<file path="src/rtl/regfile_arbiter.sv">
`default_nettype none
// ============================================================================
// Module   : regfile_arbiter
// Purpose  : 31-entry register file ($zero hard-wired to 0) shared by two
//            requesters over a four-phase req/ack handshake. A round-robin
//            arbiter picks one requester per transaction. Its command is
//            latched in IDLE, executed in SERVE and acknowledged in DONE.
//            ack stays high until the served requester drops its req.
// Ports    : clk            - single clock, rising edge
//            reset          - synchronous, active-high
//            req0/req1      - access request per port
//            we0/we1        - 1 = write, 0 = read
//            addr0/addr1    - register index (0 = $zero)
//            wdata0/wdata1  - write data
//            ack0/ack1      - access complete (four-phase)
//            rdata0/rdata1  - last read result for that port
//            busy           - FSM not in IDLE
//            grant          - port being served (valid while busy)
// Revision : 1.0 - initial release
// ============================================================================
module regfile_arbiter #(
    parameter int DATA_WIDTH = 32
) (
    input  logic                  clk,
    input  logic                  reset,
    input  logic                  req0,
    input  logic                  req1,
    input  logic                  we0,
    input  logic                  we1,
    input  logic [4:0]            addr0,
    input  logic [4:0]            addr1,
    input  logic [DATA_WIDTH-1:0] wdata0,
    input  logic [DATA_WIDTH-1:0] wdata1,
    output logic                  ack0,
    output logic                  ack1,
    output logic [DATA_WIDTH-1:0] rdata0,
    output logic [DATA_WIDTH-1:0] rdata1,
    output logic                  busy,
    output logic                  grant
);

    typedef enum logic [1:0] {
        S_IDLE  = 2'd0,
        S_SERVE = 2'd1,
        S_DONE  = 2'd2
    } state_t;

    state_t                  r_state;
    state_t                  w_state_next;

    logic [DATA_WIDTH-1:0]   r_regs [1:31];
    logic                    r_grant;
    logic                    r_last;     // port served by the previous transaction
    logic                    r_we;
    logic [4:0]              r_addr;
    logic [DATA_WIDTH-1:0]   r_wdata;
    logic                    r_ack0;
    logic                    r_ack1;
    logic [DATA_WIDTH-1:0]   r_rdata0;
    logic [DATA_WIDTH-1:0]   r_rdata1;

    logic                    w_any_req;
    logic                    w_winner;
    logic                    w_req_granted;
    logic [DATA_WIDTH-1:0]   w_rd_value;

    assign w_any_req = req0 | req1;

    // A lone request wins outright. On a tie, the port not served last wins.
    // r_last resets to 1 so that port 0 wins the first tie.
    assign w_winner = (req0 && req1) ? ~r_last : req1;

    assign w_req_granted = r_grant ? req1 : req0;

    assign w_rd_value = (r_addr == 5'd0) ? '0 : r_regs[r_addr];

    // ------------------------------------------------------------------
    // FSM state register
    // ------------------------------------------------------------------
    always_ff @(posedge clk) begin
        if (reset) begin
            r_state <= S_IDLE;
        end else begin
            r_state <= w_state_next;
        end
    end

    // ------------------------------------------------------------------
    // FSM next-state logic
    // ------------------------------------------------------------------
    always_comb begin
        w_state_next = r_state;
        case (r_state)
            S_IDLE: begin
                if (w_any_req) begin
                    w_state_next = S_SERVE;
                end
            end
            S_SERVE: begin
                w_state_next = S_DONE;
            end
            S_DONE: begin
                if (!w_req_granted) begin
                    w_state_next = S_IDLE;
                end
            end
            default: begin
                w_state_next = S_IDLE;
            end
        endcase
    end

    // ------------------------------------------------------------------
    // Datapath: command latch, register file, read data and acknowledge
    // ------------------------------------------------------------------
    always_ff @(posedge clk) begin
        if (reset) begin
            r_grant  <= 1'b0;
            r_last   <= 1'b1;
            r_we     <= 1'b0;
            r_addr   <= 5'd0;
            r_wdata  <= '0;
            r_ack0   <= 1'b0;
            r_ack1   <= 1'b0;
            r_rdata0 <= '0;
            r_rdata1 <= '0;
            for (int i = 1; i < 32; i++) begin
                r_regs[i] <= '0;
            end
        end else begin
            case (r_state)
                S_IDLE: begin
                    // The command is captured here and held for the whole
                    // transaction, so later input changes have no effect.
                    if (w_any_req) begin
                        r_grant <= w_winner;
                        r_we    <= w_winner ? we1    : we0;
                        r_addr  <= w_winner ? addr1  : addr0;
                        r_wdata <= w_winner ? wdata1 : wdata0;
                    end
                end
                S_SERVE: begin
                    if (r_we) begin
                        if (r_addr != 5'd0) begin
                            r_regs[r_addr] <= r_wdata;
                        end
                    end else if (r_grant) begin
                        r_rdata1 <= w_rd_value;
                    end else begin
                        r_rdata0 <= w_rd_value;
                    end
                    r_ack0 <= ~r_grant;
                    r_ack1 <= r_grant;
                end
                S_DONE: begin
                    if (!w_req_granted) begin
                        r_ack0 <= 1'b0;
                        r_ack1 <= 1'b0;
                        r_last <= r_grant;
                    end
                end
                default: begin
                    r_ack0 <= 1'b0;
                    r_ack1 <= 1'b0;
                end
            endcase
        end
    end

    assign ack0   = r_ack0;
    assign ack1   = r_ack1;
    assign rdata0 = r_rdata0;
    assign rdata1 = r_rdata1;
    assign busy   = (r_state != S_IDLE);
    assign grant  = r_grant;

endmodule
`default_nettype wire
</file>
<file path="config.mk">
export PLATFORM = sky130hd
export DESIGN_NAME = regfile_arbiter
export DESIGN_NICKNAME = d
export VERILOG_FILES = /design/src/rtl/regfile_arbiter.sv
export SDC_FILE = /design/constraint.sdc
export NUM_CORES = 2
export LEC_CHECK = 0
export CAP_MARGIN = 20
export CORE_MARGIN = 5
export CORE_UTILIZATION = 58
export DETAILED_ROUTE_END_ITERATION = 8
export MAX_ROUTING_LAYER = met4
export PLACE_DENSITY = 0.76
export SYNTH_ARGS = -nofsm -noshare
export SYNTH_HDL_FRONTEND = slang
export SYNTH_SLANG_ARGS = --single-unit
</file>
<file path="constraint.sdc">
create_clock -name clk -period 8.65 [get_ports clk]
set_input_delay 2.595 -clock clk [delete_from_list [all_inputs] [get_ports clk]]
set_output_delay 2.595 -clock clk [all_outputs]
set_load 0.01 [all_outputs]
</file>
Yosys cells after proc, flatten, opt, wreduce, memory -nomap -nowiden
Memory sizes are Yosys's and may differ from the RTL's. A register that Yosys moved wholly into a read port is not among the register bits.
Index checks and enable logic that the tools add are counted.
{"block": "classes", "n_eq_ne": 4, "muxes": 24, "bitwise": 6, "reduce_logical": 12}
{"operator": "$mux 32", "n": 3}
{"operator": "$reduce_or 32->1", "n": 1}
{"operator": "$mux 5", "n": 4}
{"operator": "$mux 1", "n": 12}
{"operator": "$reduce_and 2->1", "n": 4}
{"operator": "$pmux 1 s3", "n": 2}
{"operator": "$pmux 2 s3", "n": 1}
{"operator": "$reduce_and 3->1", "n": 2}
{"operator": "$logic_not 5->1", "n": 1}
{"operator": "$not 1->1", "n": 5}
{"operator": "$reduce_bool 5->1", "n": 1}
{"operator": "$mux 2", "n": 2}
{"operator": "$ne 2x2->1 const B", "n": 2}
{"operator": "$eq 2x1->1 const B", "n": 1}
{"operator": "$eq 2x2->1 const B", "n": 1}
{"operator": "$logic_not 2->1", "n": 1}
{"operator": "$reduce_bool 2->1", "n": 1}
{"operator": "$logic_and 1x1->1", "n": 1}
{"operator": "$or 1x1->1", "n": 1}
{"block": "word_totals", "register_bits": 108, "ram_bits": 992, "n_memories": 1}
{"memory": "r_regs", "words": 31, "word_bits": 32, "read_ports": 1, "rd_clocked_by_memory_dff": 1, "wr": 31, "line_no": "51", "text": "logic [DATA_WIDTH-1:0] r_regs [1:31];"}

Depth between registers and ports, before layout
{"block": "depth", "ltp_word": 8, "mapped_depth": 9, "ltp_nobuf": 5}

Least setup slack after synthesis
Ideal clock, no wire load.
{"block": "synth_timing", "path_kind": "in2reg", "from": "input port reset", "to": "memory r_regs[20][0] (enable)", "t_arrival_ps": 4127, "required_ps": 8275, "setup_slack_ps": 4148, "stages": 6, "path_buffers": 1, "cell_sequence": "clkbuf_1 -> and4bb_2 -> nor2b_1 -> nand3b_1 -> nor2_1 -> or2_2"}
{"element": "start, declared", "line_no": "25", "text": "input logic reset,"}
{"element": "end, declared", "line_no": "51"}

==> out/summary.md <==
The flow ran to the end, and the final reports show no timing, DRC or antenna violations. For the pin with the worst max-slew slack, the measured transition is 1.21 ns. The run gives 43 as the count of unique library cells instantiated by Yosys. In this run the cell area measured after placement is 0.0532 mm2. The HPWL after detailed placement is 87400 um. In the synthesized netlist the dominant register cell turns out to be edfxtp_1. The share of synthesized area spent on multiplexers is 11.7%, and the met1 global-route usage is 46.4%. For this design the top-level I/O count stands at 148.

The tools report the largest net degree at the start of global routing as 107. In the global route stage, overall resource usage came out at 30.9%. Counting every instance in the synthesized netlist gives 3641. The finished cells cover 0.0567 mm2.

The region available for standard cell placement spans 0.0880 mm2. The final critical delay including setup and external delays was 5.71 ns. The synthesized netlist devotes 6.27% of its cell area to compound gates. The run gives 109 as the row count. After clock tree synthesis, the setup repair step added 0 buffers. Of all nets on the critical path, the largest fanout is 41.

Quantity of gates resized following cts: 0. For the share of synthesized area occupied by flip-flops and latches, the log shows 64.5%. The net count of the finished layout is 3719, and the number of violations of the max-capacitance limit is 0.

The share of the synthesized area in the top cell type is 60.1%, and the die height is 307 um. The critical path is of the in -> reg type. The number of enable flip-flop cells after synthesis works out to 1024.

Top cell type by total area after synthesis: edfxtp_1. The worst setup path is captured at a flip-flop. Synthesis inferred 1137 register bits. The combined area of all synthesized cells was 0.0512 mm2. The logs give 4810 for the DRC violation total after the first TritonRoute iteration and 0 ns for the setup total negative slack. The tools report the final weighted congestion in routability-driven placement as 0.878.

Counting every sink on the clock net gives 1137. met1 is the most crowded layer. The total via count after detailed routing is 30700, and the async set-or-reset flop fraction in the synthesized netlist is 0%.

The path class of the tightest hold or removal check is reg -> reg. The run gives 0.0205 ns as the worst-case clock skew. The root buffer cell chosen for the clock tree is clkbuf_16. For this design the static power due to leakage is 20.5 nW. The yosys synthesis warning count is 0, and the utilization after layout is 64.4%.

The run gives 28800 as the via count of the first global-routing pass. The tools report the clock insertion delay at the later pin of the skew report as 0.67 ns. The average vias per placed instance was 6.27; the length of the first detailed-routing pass in iterations was 5.

For the number of buffers created by CTS, the log shows 111. Filler cell count: 6164. The maximum clock path buffer count was 3; the wire length of the first global-routing pass was 203000 um. Of the total synthesized cell area, the portion taken by full adders, half adders and majority gates is 0%. Normalized max-slew margin: 18.8%. Setup repair after global routing left no endpoint under its margin. At the placement stage, the worst setup path has a slack of 2.30 ns.

The tools report the setup slack of the critical path after layout as 2.94 ns. A synthesized cell averages 14.1 um2. For the DRC violation count after routing, the log shows 0. Kind of start point of the critical path: a primary input. By count the netlist is led by edfxtp_1, and2_1, mux2i_1.

The run gives 0 as the number of hold violations in the final report. After detailed routing, the average wire length per cell comes to 29.4 um. For this run, global-route usage on met2 was measured as 41.2%. By instance count, the leading cell after synthesis is edfxtp_1. The layout-stage area growth over the synthesis result was 10.7%. Summing the areas of all and, or, nand and nor instances in the mapped netlist gives 14.1% of the synthesized area.

TritonCTS built the clock tree. The floorplan step set the die width to 307 um. Clock-pin slew was measured on the worst setup and hold paths at 0.06 ns. The port buffer count is 147, and the initial antenna violation count is 8. The initial utilization of the core area, before any placement, comes to 58.2%.

Data arrives at the worst endpoint at 6.00 ns. The final critical-path share of the clock period was 66.0%. After synthesis, the cell types taking the most area are edfxtp_1, and2_1, mux2i_1, dfxtp_1, mux4_2.

Hold is met by 0.451 ns. Combinational family with the most area after synthesis: simple AND/OR/NAND/NOR gates. After clock tree synthesis, the flow added hold-fix buffers numbering 0. The worst-case IR drop observed on VDD is 0.181 mV. The final-report max-slew violation count was 0; the maximum clock frequency was 175 MHz.

The logs give 8.94 ns for the critical path required time and 0 for the count of final setup violators. After detailed routing, the total wire length is 144000 um. For met3 alone, demand over resource in global routing was 9.02%.

Power spread over the standard cell area amounts to 225 mW/mm2. The logs give 0.0943 mm2 for the die area and 0 for the count of antenna-violating nets left after detailed routing. The deepest level of the CTS H-tree was 3. After global routing the overflow that remains totals 0. Of the total synthesized cell area, the portion taken by XOR and XNOR cells is 0%. The fraction of layout cells with a size suffix above 1 was 10.5%.
-- layout by cell type (no fill, tap or decap), drive strengths merged, types with 36 or more instances in the layout --
master / netlist / layout
edfxtp: 1024 / 1024
and2: 993 / 993
mux2i: 455 / 455
clkbuf: 241 / 159
clkdlybuf4s50: 0 / 146
dfxtp: 113 / 113
a22o: 96 / 96
nor2: 73 / 73
nand2: 69 / 69
a22oi: 66 / 66
o21ai: 65 / 65
mux4: 64 / 64
o31ai: 64 / 64
buf: 108 / 57
clkinv: 0 / 40
a211oi: 38 / 38
a21oi: 36 / 36
-- cell type report --
| class | count | area (um2) | share of cell area [%] |
|---|---|---|---|
| antenna | 3 | 7.51 | 0.0132 |
| timing repair buffer | 203 | 1950 | 3.45 |
| inverter | 2 | 7.51 | 0.0132 |
| clock inverter | 45 | 282 | 0.497 |
| clock buffer | 159 | 3160 | 5.57 |
| tap | 1165 | 1460 | 2.57 |
| sequential | 1137 | 33100 | 58.4 |
| multi-input combinational | 2184 | 16700 | 29.5 |
-- state kept, by name (all words and copies together), names as in the netlist, named ones only --
register	cells
r_we	1
r_state	2
ack0	1
r_wdata	32
rdata1	32
ack1	1
r_last	1
r_addr	5
r_regs	1024
rdata0	32
grant	1
-- stage by stage --
step	cells	total power, mW
4_1_cts	4892	12.7
2_1_floorplan	3672	7.37
3_5_place_dp	4688	8.16
6_report	4898	12.7
3_3_place_gp	4687	8.13
5_1_grt	4895	13.0
-- worst max-delay path, cell delays in order --
cell      delay, ns
buf_2          0.11
buf_4          0.32
and4bb_2       0.47
nand3b_2       0.58
nor3_4         1.09
or2_2          0.78
-- layer usage --
metal,up-vias,wire length (um)
li1,13200,-
met5,-,0
met2,2053,59300
met4,0,4990
met1,15200,57000
met3,226,22500
-- power by group --
part           internal (mW)  switching (mW)  leakage (nW)
sequential              6.20           0.405          11.5
combinational          0.522           0.987          7.30
clock                   2.61            2.01          1.69
-- cells by family (layout without fill, tap and decap cells) --
| logic type | Yosys count | in the layout |
|---|---|---|
| AND/OR/NAND/NOR | 1202 | 1202 |
| flip-flops | 1137 | 1137 |
| multiplexers | 519 | 519 |
| AO/OA/AOI/OAI | 431 | 431 |
| buffers and inverters | 351 | 409 |
| other | 1 | 35 |
-- worst paths after layout --
kind	from	to	slack, ns	cells after the start
hold reg to reg	rdata0[29]	rdata0[29]	0.45	2
hold / removal	rdata0[29]	rdata0[29]	0.45	2
setup reg to reg	flip-flop	rdata1[20]	4.29	7
setup / recovery	reset	r_regs[13][10]	2.94	6
Power figures use the tool's default switching activity.
